<file path="src/rtl/or4_chk_pkg.sv">
// or4_chk_pkg: shared state encoding and default sizing for the OR4 response checker
package or4_chk_pkg;
  localparam int DEF_N_IN = 4;
  localparam int DEF_SETTLE_CYCLES = 4;
  localparam int CNT_W = 8;
  typedef enum logic [1:0] {IDLE, SETTLE, SAMPLE, DONE} state_t;
endpackage

</file>
<file path="src/rtl/settle_timer.sv">
// settle_timer: loadable up-counter flagging the last cycle of a settle window
module settle_timer
  import or4_chk_pkg::*;
#(
  parameter int LIMIT = DEF_SETTLE_CYCLES
) (
  input  logic             clk,
  input  logic             rst,
  input  logic             clr,
  input  logic             ld,
  input  logic [CNT_W-1:0] d,
  input  logic             en,
  output logic             tc
);
  logic [CNT_W-1:0] cnt;
  always_ff @(posedge clk) begin
    if (rst || clr) cnt <= '0;
    else if (ld) cnt <= d;
    else if (en) cnt <= cnt + 1'b1;
  end
  assign tc = cnt == CNT_W'(LIMIT - 1);
endmodule

</file>
<file path="config.mk">
export PLATFORM = sky130hd
export DESIGN_NAME = settle_timer
export DESIGN_NICKNAME = d
export VERILOG_FILES = /design/src/rtl/or4_chk_pkg.sv /design/src/rtl/settle_timer.sv
export SDC_FILE = /design/constraint.sdc
export NUM_CORES = 1
export LEC_CHECK = 0
export BUFFER_PORTS_ARGS = -buffer_cell sky130_fd_sc_hd__buf_2
export CAP_MARGIN = 20
export CORE_MARGIN = 2
export CORE_UTILIZATION = 30
export CTS_CLUSTER_SIZE = 12
export DETAILED_ROUTE_END_ITERATION = 6
export HOLD_SLACK_MARGIN = 0.06
export PLACE_DENSITY_LB_ADDON = 0.2
export SLEW_MARGIN = 20
export SYNTH_ARGS = -nofsm -noshare
export SYNTH_HDL_FRONTEND = slang
export SYNTH_SLANG_ARGS = --single-unit
export TNS_END_PERCENT = 10
</file>
<file path="constraint.sdc">
create_clock -name clk -period 1.25 [get_ports clk]
set_input_delay 0.0625 -clock clk [delete_from_list [all_inputs] [get_ports clk]]
set_output_delay 0.0625 -clock clk [all_outputs]
set_load 0.1 [all_outputs]
</file>
# Yosys cells after proc, flatten, opt, wreduce, memory -nomap -nowiden
# Index checks and enable logic that the tools add are counted.
[totals] register_bits=8 wordCells=7
[classes] addsub=1 eq_ne=1 muxes=2 reduce_logical=2
[ops] op="2-to-1 mux 8 bit" n=2
[ops] op="adder 8 x 1 -> 8 bit (second input constant)" n=1
[ops] op="equality test 8 x 2 -> 1 bit (second input constant)" n=1
[ops] op="nonzero test 2 bit" n=1
[ops] op="logical OR 1 bit" n=1

# Longest topological paths before layout
[logic_depth] depth_word=3 depth_mapped=4

# Worst setup path after synthesis
# Ideal clock, no wire load.
[synth_path] path_type="register to output" start="register cnt[0]" end="output port tc" arrival_time_ns=3.799 t_required_ns=1.188 path_slack_ns=-2.611 stages_incl_launch_ff=4 n_path_buf=0 path_cell_list="dfxtp_1 > ha_1 > or4b_1 > nor4_1"
[synth_between] elab_chain_len=1
[synth_lines] item="from (decl)" line_no="settle_timer.sv:15" text="logic [CNT_W-1:0] cnt;"
[synth_lines] item="from (signal assigned)" line_no="settle_timer.sv:19" text="else if (en) cnt <= cnt + 1'b1;"
[synth_lines] item="equality test 8 x 2 -> 1 bit" line_no="settle_timer.sv:21" text="assign tc = cnt == CNT_W'(LIMIT - 1);"
[synth_lines] item="to (decl)" line_no="settle_timer.sv:13" text="output logic tc"
# Every way passes these cells.

# Worst setup path after layout
[layout_path] start="register cnt[1]" end="output port tc"
# The elaborated chain is that of the path after synthesis.

==> out/qor.yml <==
min_path:
  hold_path_class: "in2reg"
critical_path:
  path_class: "reg2out"
  cp-start-kind: "register"
  required_ps: 1190
  cp-endpoint: "tc"
  r2r_setup_slack_ps: 40
  reg2reg_depth: 5
  worstSetupEndpointType: "primary output"
  critPathArrivalTime_ps: 1590
  crit_path_max_fanout: 2
  reg2reg_from: "cnt[1]"
  cp-startpoint: "cnt[1]"
  reg2reg_to: "cnt[2]"
sta:
  rsz0062_at_grt: "yes"
  tightest_slew_ps: 378
  fmax_ghz: 0.605
  setup_violations: 1
  fin_ws_ps: -404
  period_share: 1.32
  slew_violations: 0
  min_period_ps: 1650
  slew_headroom: 0.747
  skew_ps: 6.80
  hold_violations: 0
cts:
  cts_inserted_buffers: 3
  cts_htree_levels: 1
  cts_tree: "done"
  clock_path_buffers: 2
  cts.repair_timing.setup_buffer_count: 0
  clkTransAtPathRegs_ps: 60
  clk_latency_ps: 250
  cts-root-buf: "clkbuf_4"
  cts.sinks: 8
floorplan:
  core_sq_um: 1450
  io_pins: 14
  fp.dieH_um: 42.8
  start_util: 0.311
  rows: 14
  fp.dieArea_sq_um: 1830
  fp.dieW_um: 42.8
yosys:
  yosysSeqAreaShare: 0.355
  syn_nets: 64
  syn_area_per_cell_sq_um: 9.03
  synthTopCellsByCount: "dfxtp_1, o21ai_0, nand2_1"
  synthTopCellsByArea: "dfxtp_1, o21ai_0, xor2_1"
  synthDistinctLibCells: 24
  netlist_area_sq_um: 452
  synth_edf_count: 0
  syn_inst: 50
  synth_top_area_cell: "dfxtp_1"
  synth-main-ff-cell: "dfxtp_1"
  ys_ff_latch: 8
  yosysWarnings: 0
  synth_most_common_cell: "dfxtp_1"
  synth_top_area_frac: 0.355
  synthArstFlopShare: 0
drt:
  routedWlPerCell_um: 11.7
  drc: 0
  num_vias: 490
  post_drt_via_cell_ratio: 5.16
  drt_iter0_markers: 1
  first_pass_iters: 2
  routed_wl_um: 1110
  antenna_left: 0
status:
  violations: "setup timing"
  outcome: "complete, but fails checks"
run:
  cap_violations: 0
pwr:
  power_uw: 583
  powerDensity_nw_per_um2: 802
  irDropWorstVdd_uv: 476
  p_leak_uw: 0.000303
place:
  gp_congestion: 0.692
  dp.cells: 88
  place_hpwl_um: 837
  portBuffers: 13
layout:
  reg_top3: "cnt (8)"
  utilization: 0.500
  largest_reg_flops: 8
  num_antenna_cells: 0
  drive_above_1_share: 0.443
  fin_cells: 95
  syn2layout_area_growth_pct: 60.9
  regMostFlops: "cnt"
  final_net_count: 95
grt:
  antenna_found_initial: 0
  grt_pass1_wl_um: 1810
  overflow: 0
  grt_pass1_vias: 445
  grt_usage: 0.135
  grt_max_degree: 9
-- power breakdown --
group | total, uW | switching [uW] | internal, uW
registers | 275 | 8.46 | 266
logic | 108 | 50.6 | 57.9
clock network | 200 | 89.8 | 110
-- logic make-up after synthesis --
kind of cell	Yosys count	synth area share
fa+ha+maj	1	0.0277
buf+inv	3	0.0332
compound gates	16	0.227
simple gates	17	0.258
flops	8	0.355
mux	1	0.0222
xor+xnor	4	0.0776
-- per-stage QoR --
step                setup TNS, ps  setup slack (ps)  instance area (sq um)  hold WS (ps)
finish                       -404              -404                    727          74.9
global route                 -553              -472                    727          83.0
CTS                          -423              -423                    713          62.3
detailed placement           -301              -223                    657           292
global placement             -298              -218                    657           291
floorplan                    -815              -815                    485           146
-- cell type report --
cell class	count	area [sq um]
clock buffers	3	22.5
fillers	148	727
inverters	1	3.75
multi-input cells	39	312
flip-flops and latches	8	166
well taps	16	20.0
repair buffers	28	203
-- worst min path at each step --
| stage | start | slack (ps) | endpoint | depth (start not counted) |
|---|---|---|---|---|
| after global placement | d[0] | 290 | cnt[0] | 2 |
| final | d[3] | 70 | cnt[3] | 3 |
| after CTS | clr | 60 | cnt[2] | 2 |
| after floorplan | rst | 150 | cnt[2] | 1 |
| after detailed placement | d[0] | 290 | cnt[0] | 2 |
| after global routing | d[2] | 80 | cnt[2] | 3 |
-- repair_timing --
item | CTS | global route
gates resized for setup | 2 | 2
hold buffers | 3 | 1
setup endpoints to repair | 4 | 4
pin swaps | 2 | 1
hold endpoints to repair | 3 | 1
-- worst max-delay path, stage by stage, from the launching register on --
cell	delay, ps
dfxtp_2	340
ha_4	130
or4b_4	460
nor4_4	190
buf_12	210
-- cells in the final DEF, fill, tap and decap left out, types with 2 or more instances in the layout --
| cell | Yosys | final |
|---|---|---|
| a21oi_1 | 3 | 3 |
| a31oi_1 | 2 | 2 |
| buf_2 | 0 | 12 |
| buf_4 | 1 | 11 |
| clkbuf_4 | 0 | 3 |
| dfxtp_1 | 8 | 5 |
| dfxtp_2 | 0 | 2 |
| dlygate4sd3_1 | 0 | 4 |
| nand2_1 | 4 | 3 |
| nand4_1 | 3 | 3 |
| nor2_1 | 2 | 2 |
| o211a_1 | 2 | 2 |
| o21ai_0 | 6 | 6 |
| or3_1 | 2 | 2 |
| xor2_1 | 3 | 3 |
-- layer usage --
layer	global-route usage	wire [um]
met1	0.172	523
met2	0.203	528
met3	0.0638	51
met4	0.0375	9
met5	0	0
No activity file was read; power rests on OpenSTA's default activity.
